`src/rtl/array_scheduler_pkg.sv`:
```
// Shared types and width helpers for the array scheduler and its arbiter.
package array_scheduler_pkg;

  typedef enum logic [1:0] {
    OpAlloc     = 2'd0,
    OpFree      = 2'd1,
    OpWrite     = 2'd2,
    OpCountLess = 2'd3
  } op_e;

  typedef enum logic [1:0] {
    StIdle,
    StScan,
    StResp
  } state_e;

  localparam int unsigned OpW = 2;

  // $clog2 that never yields a zero-width vector.
  function automatic int unsigned clog2_min1(int unsigned n);
    return (n > 1) ? $clog2(n) : 1;
  endfunction

endpackage

```
`src/rtl/array_scheduler_rr_arbiter.sv`:
```
// Round-robin arbiter: one-hot grant to the first request at or after ptr.
module rr_arbiter #(
  parameter int unsigned NReq = 2,
  parameter int unsigned PtrW = 1
) (
  input  logic [NReq-1:0] req,
  input  logic [PtrW-1:0] ptr,
  output logic [NReq-1:0] gnt
);

  logic [PtrW-1:0] idx;

  always_comb begin
    gnt = '0;
    idx = '0;
    for (int unsigned k = 0; k < NReq; k++) begin
      idx = PtrW'((32'(ptr) + k) % NReq);
      if (gnt == '0 && req[idx]) begin
        gnt[idx] = 1'b1;
      end
    end
  end

endmodule

```
`src/rtl/array_scheduler.sv`:
```
// Serializes ALLOC/FREE/WRITE/COUNT_LESS from several requesters onto one heap-array store.
module array_scheduler
  import array_scheduler_pkg::*;
#(
  parameter int unsigned MemoryElementWidth = 12,
  parameter int unsigned NArea              = 3,
  parameter int unsigned NArrays            = 4,
  parameter int unsigned NReq               = 2,
  localparam int unsigned AW  = clog2_min1(NArrays),
  localparam int unsigned IW  = clog2_min1(NArea),
  localparam int unsigned IdW = clog2_min1(NReq)
) (
  input  logic                           clock,
  input  logic                           reset,
  input  logic [NReq-1:0]                req_valid,
  output logic [NReq-1:0]                req_ready,
  input  logic [OpW*NReq-1:0]            req_op,
  input  logic [AW*NReq-1:0]             req_array,
  input  logic [IW*NReq-1:0]             req_index,
  input  logic [MemoryElementWidth*NReq-1:0] req_value,
  output logic                           resp_valid,
  output logic [IdW-1:0]                 resp_id,
  output logic [MemoryElementWidth-1:0]  resp_result,
  output logic                           resp_err,
  output logic                           busy
);

  localparam int unsigned MW = MemoryElementWidth;
  localparam int unsigned CW = $clog2(NArrays + 1);
  localparam int unsigned SW = $clog2(NArea + 1);
  localparam int unsigned HW = clog2_min1(NArrays * NArea);

  state_e          state_q, state_d;
  logic [IdW-1:0]  ptr_q, id_q, gid;
  op_e             op_q, g_op;
  logic [AW-1:0]   arr_q, g_arr, alloc_arr, top_idx;
  logic [IW-1:0]   idx_q, g_idx, scan_q;
  logic [MW-1:0]   val_q, g_val, cnt_q;
  logic [NReq-1:0] gnt;
  logic [CW-1:0]   allocs_q, sp_q;
  logic [NArrays-1:0] allocated_q;
  logic [AW-1:0]   stack_q [NArrays];
  logic [SW-1:0]   size_q [NArrays];
  logic [MW-1:0]   heap_q [NArrays*NArea];
  logic [HW-1:0]   wr_addr, scan_addr;
  logic [SW-1:0]   idx_plus1;
  logic            accept, g_legal_cl, arr_ok, idx_ok, pop, alloc_new, hit;
  logic            do_alloc, do_free, do_write;

  rr_arbiter #(
    .NReq(NReq),
    .PtrW(IdW)
  ) u_arb (
    .req(req_valid),
    .ptr(ptr_q),
    .gnt(gnt)
  );

  always_comb begin
    gid   = '0;
    g_op  = OpAlloc;
    g_arr = '0;
    g_idx = '0;
    g_val = '0;
    for (int unsigned r = 0; r < NReq; r++) begin
      if (gnt[r]) begin
        gid   = IdW'(r);
        g_op  = op_e'(req_op[r*OpW +: OpW]);
        g_arr = req_array[r*AW +: AW];
        g_idx = req_index[r*IW +: IW];
        g_val = req_value[r*MW +: MW];
      end
    end
  end

  assign req_ready  = (state_q == StIdle) ? gnt : '0;
  assign accept     = (state_q == StIdle) && (|req_valid);
  assign busy       = (state_q != StIdle);
  assign resp_id    = id_q;
  assign g_legal_cl = (g_op == OpCountLess) && (32'(g_arr) < NArrays) && allocated_q[g_arr];

  // Pre-operation view of the store, used by the RESP decision and the update.
  assign arr_ok    = (32'(arr_q) < NArrays) && allocated_q[arr_q];
  assign idx_ok    = 32'(idx_q) < NArea;
  assign pop       = (sp_q != '0);
  assign alloc_new = !pop && (32'(allocs_q) < NArrays);
  assign top_idx   = AW'(sp_q - 1'b1);
  assign alloc_arr = pop ? stack_q[top_idx] : AW'(allocs_q);
  assign idx_plus1 = SW'(idx_q) + SW'(1);
  assign wr_addr   = HW'(arr_q) * HW'(NArea) + HW'(idx_q);
  assign scan_addr = HW'(arr_q) * HW'(NArea) + HW'(scan_q);
  assign hit       = (SW'(scan_q) < size_q[arr_q]) && (heap_q[scan_addr] < val_q);

  always_comb begin
    resp_valid  = (state_q == StResp);
    resp_result = '0;
    resp_err    = 1'b0;
    do_alloc    = 1'b0;
    do_free     = 1'b0;
    do_write    = 1'b0;
    if (state_q == StResp) begin
      unique case (op_q)
        OpAlloc: begin
          if (pop || alloc_new) begin
            do_alloc    = 1'b1;
            resp_result = MW'(alloc_arr);
          end else begin
            resp_err = 1'b1;
          end
        end
        OpFree:  if (arr_ok) do_free = 1'b1; else resp_err = 1'b1;
        OpWrite: if (arr_ok && idx_ok) do_write = 1'b1; else resp_err = 1'b1;
        OpCountLess: if (arr_ok) resp_result = cnt_q; else resp_err = 1'b1;
      endcase
    end
  end

  always_comb begin
    state_d = state_q;
    unique case (state_q)
      StIdle:  if (accept) state_d = g_legal_cl ? StScan : StResp;
      StScan:  if (scan_q == IW'(NArea - 1)) state_d = StResp;
      StResp:  state_d = StIdle;
      default: state_d = StIdle;
    endcase
  end

  always_ff @(posedge clock) begin
    if (reset) begin
      state_q <= StIdle;
      ptr_q   <= '0;
      id_q    <= '0;
      op_q    <= OpAlloc;
      arr_q   <= '0;
      idx_q   <= '0;
      val_q   <= '0;
      cnt_q   <= '0;
      scan_q  <= '0;
    end else begin
      state_q <= state_d;
      if (accept) begin
        id_q   <= gid;
        op_q   <= g_op;
        arr_q  <= g_arr;
        idx_q  <= g_idx;
        val_q  <= g_val;
        cnt_q  <= '0;
        scan_q <= '0;
        ptr_q  <= (gid == IdW'(NReq - 1)) ? '0 : gid + 1'b1;
      end
      if (state_q == StScan) begin
        scan_q <= scan_q + 1'b1;
        if (hit) cnt_q <= cnt_q + 1'b1;
      end
    end
  end

  // Stack slots are only meaningful below sp_q, so they need no reset.
  always_ff @(posedge clock) begin
    if (reset) begin
      allocs_q    <= '0;
      sp_q        <= '0;
      allocated_q <= '0;
      for (int unsigned i = 0; i < NArrays; i++) size_q[i] <= '0;
    end else begin
      if (do_alloc) begin
        if (pop) sp_q <= sp_q - 1'b1;
        else     allocs_q <= allocs_q + 1'b1;
        allocated_q[alloc_arr] <= 1'b1;
        size_q[alloc_arr]      <= '0;
      end
      if (do_free) begin
        stack_q[AW'(sp_q)] <= arr_q;
        sp_q               <= sp_q + 1'b1;
        allocated_q[arr_q] <= 1'b0;
        size_q[arr_q]      <= '0;
      end
      if (do_write && (idx_plus1 > size_q[arr_q])) size_q[arr_q] <= idx_plus1;
    end
  end

  always_ff @(posedge clock) begin
    if (do_write) heap_q[wr_addr] <= val_q;
  end

endmodule
```
`config.mk`:
```
export PLATFORM = sky130hd
export DESIGN_NAME = array_scheduler
export DESIGN_NICKNAME = d
export VERILOG_FILES = /design/src/rtl/array_scheduler_pkg.sv /design/src/rtl/array_scheduler_rr_arbiter.sv /design/src/rtl/array_scheduler.sv
export SDC_FILE = /design/constraint.sdc
export NUM_CORES = 1
export LEC_CHECK = 0
export CAP_MARGIN = 20
export CORE_MARGIN = 5
export CORE_UTILIZATION = 50
export CTS_CLUSTER_DIAMETER = 100
export DETAILED_ROUTE_END_ITERATION = 7
export GPL_TIMING_DRIVEN = 0
export PLACE_DENSITY = 0.79
export SLEW_MARGIN = 20
export SYNTH_ARGS = -nofsm -noshare
export SYNTH_HDL_FRONTEND = slang
export SYNTH_SLANG_ARGS = --single-unit
```
`constraint.sdc`:
```
create_clock -name clock -period 9.95 [get_ports clock]
set_input_delay 2.985 -clock clock [delete_from_list [all_inputs] [get_ports clock]]
set_output_delay 2.985 -clock clock [all_outputs]
set_load 0.01 [all_outputs]
```
==> flow_summary.json <==
{
  "hold_viol": 0,
  "layout-drive-gt1-share_pct": 14.42,
  "p_per_area_nw_per_um2": 188.9,
  "fp.dieArea_um2": 21680,
  "cts.hold.buffers_added": 0,
  "num_io_pins": 58,
  "drc": 0,
  "areaGrowthSynthToFinish_pct": 17.43,
  "synth_top_family_by_area": "multiplexers",
  "ys_warn_count": 0,
  "syn_area_um2": 9419,
  "tightest_slew_ns": 0.9176,
  "period_share_pct": 86.02,
  "fin_setup_tns_ns": 0,
  "chipWidth_um": 147.3,
  "critPathArrivalTime_ns": 5.57,
  "start_kind": "primary input",
  "ant_nets": 0,
  "core_um2": 18640,
  "synth_cells": 669,
  "io_buffer_count": 57,
  "synth_seq_cells": 208,
  "async_flop_share_pct": 0,
  "core.rowCount": 50,
  "drv_cap": 0,
  "comb_power_share_pct": 14.0,
  "drt-total-wl_um": 21330,
  "place_congestion": 0.8998,
  "total_power_mw": 2.089,
  "synth_compound_area_share_pct": 8.395,
  "synth_area_per_cell_um2": 14.08,
  "cts_htree_levels": 1,
  "die_h_um": 147.3,
  "antenna_found_initial": 0,
  "grt_pass1_wl_um": 34250,
  "critPathCaptureType": "output pin",
  "grt-ovfl-total": 0,
  "wl_per_cell_um": 21.24,
  "power_frac_clock_pct": 38.6,
  "grt_usage_pct": 20.03,
  "synth.area.top_cells": "edfxtp_1 (51%), dfxtp_1 (10%), mux4_2 (9.8%)",
  "skew_ns": 0.03023,
  "grt_max_degree": 16,
  "fillCellCount": 1375,
  "slew_violations": 0,
  "clock.fmax_ghz": 0.1168,
  "period_needed_ns": 8.559,
  "vias": 6016,
  "clkLatencyLatePin_ns": 0.52,
  "switching_power_uw": 526.9,
  "synth_top_area_cell": "edfxtp_1",
  "switching_share_pct": 25.22,
  "nets": 832,
  "outcome": "finished, final reports clean",
  "synth_top_area_share_pct": 51.01,
  "synthFlopType": "edfxtp_1",
  "dp_hpwl_um": 15090,
  "clk_pin_slew_ns": 0.05,
  "relSlewSlack_pct": 38.83,
  "grt_setup_unrepaired": "false",
  "setup_viol": 0,
  "clock-sinks": 208,
  "cp_data_required_time_ns": 6.97,
  "r2r_setup_slack_ns": 4.05,
  "cts_buffers": 22,
  "diodes": 0,
  "cts_resized": 0,
  "clockBufferDepth": 3,
  "initial_core_util_pct": 50.52,
  "postCtsSetupBuffers": 0,
  "synth-simple-area-share_pct": 10.03,
  "grt_pass1_vias": 6396,
  "yosysSeqAreaShare_pct": 61.21,
  "p_leak_nw": 3.869,
  "cts_tree": "yes",
  "synthAdderAreaFrac_pct": 5.207,
  "viasPerCell": 5.992,
  "cp_max_fo": 10,
  "syn_nets": 747,
  "firstDrtPassIters": 5,
  "root_buffer": "clkbuf_16",
  "intPower_mw": 1.562,
  "dr.first_iter.drc_count": 543,
  "yosysUniqueCellTypes": 52,
  "path_class": "in -> out",
  "min_path_type": "reg -> reg",
  "synth.mux.area_fraction_pct": 12.01,
  "synth_xor_area_share_pct": 0.3719,
  "synth_edf_count": 160,
  "ir_worst_vdd_uv": 146.8,
  "seqPwrFrac_pct": 47.5
}
routing by layer:
layer	part of all wire [%]	track usage [%]	wire [um]
met1	41	27.26	8794
met4	2.6	6.291	549
met3	6.8	2.899	1442
met2	49	33.62	10540
met5	0	0	0
cells in the mapped netlist, drive strengths merged, types with 3 or more instances:
master / n
buf: 12
nor2: 66
and2: 22
mux2i: 14
a21oi: 31
nand2b: 8
or3: 4
a31oi: 5
or2: 5
mux4: 41
a221o: 7
edfxtp: 160
mux2: 6
nand3: 11
o21ai: 8
and3: 7
inv: 37
nor2b: 5
a221oi: 15
nor3b: 4
nor3: 18
clkbuf: 17
nand2: 26
a211oi: 21
ha: 36
dfxtp: 48
a22oi: 5
nand4: 3
through the flow:
| step | instance area (um2) | util [%] | worst slack (ns) | instances | hold WS [ns] |
|---|---|---|---|---|---|
| after floorplan | 9419 | - | 3.017 | 669 | 0.4367 |
| after global placement | 10280 | 55.15 | 1.472 | 960 | 0.4542 |
| after detailed placement | 10340 | 55.44 | 1.414 | 964 | 0.4656 |
| after CTS | 11060 | 59.33 | 1.374 | 1004 | 0.4878 |
| after global routing | 11060 | 59.33 | 1.267 | 1004 | 0.5173 |
| final | 11060 | 59.33 | 1.391 | 1004 | 0.4876 |
placed cells by master, fill, tap and decap left out, types with 22 or more instances in the layout:
master,instances
ha_1,36
mux4_2,41
clkdlybuf4s50_1,57
nand2_1,26
edfxtp_1,160
and2_1,22
dfxtp_1,48
nor2_1,57
clkbuf_16,22
inv_1,37
a21oi_1,31
worst paths after layout:
check,from,endpoint,cells past startpoint
max,req_valid[0],req_ready[0],5
min,allocs_q[2],allocs_q[2],2
max reg2reg,arr_q[0],cnt_q[10],18
min reg2reg,allocs_q[2],allocs_q[2],2
power by group through the flow:
stage	Combinational [mW]	Clock (mW)	Sequential (mW)
after floorplan	0.197	0	0.995
after global placement	0.274	0	1.01
after detailed placement	0.285	0	1.01
after CTS	0.291	0.816	0.990
after global routing	0.319	0.857	0.994
final	0.292	0.806	0.992
final cells by class:
type / count / area [um2] / area share, %
plain buffers: 29 / 122.6 / 1.109
clock inverters: 12 / 137.6 / 1.244
repair buffers: 61 / 604.3 / 5.464
flip-flops and latches: 208 / 5766 / 52.13
clock buffers: 28 / 586.8 / 5.305
multi-input cells: 395 / 3412 / 30.85
well taps: 234 / 292.8 / 2.647
inverters: 37 / 138.9 / 1.256
logic make-up after synthesis:
family                   Yosys count
AO/OA/AOI/OAI                    106
XOR/XNOR                           4
adder cells (fa/ha/maj)           38
buffers and inverters             66
flip-flops                       208
multiplexers                      61
AND/OR/NAND/NOR                  186
registers in the layout (all words and copies together), names as in the netlist, named ones only:
register / count
idx_q: 2
size_q: 8
resp_id: 1
scan_q: 2
val_q: 12
stack_q: 8
allocs_q: 3
allocated_q: 4
ptr_q: 1
state_q: 2
heap_q: 144
op_q: 2
arr_q: 2
cnt_q: 12
sp_q: 3
worst max-delay path, cell delays in order:
cell and delay, ns:
clkdlybuf4s50_1 0.55, a21boi_1 0.74, clkbuf_1 0.51, and2_1 0.24, clkdlybuf4s50_1 0.55
No activity file was read; power rests on OpenSTA's default activity.
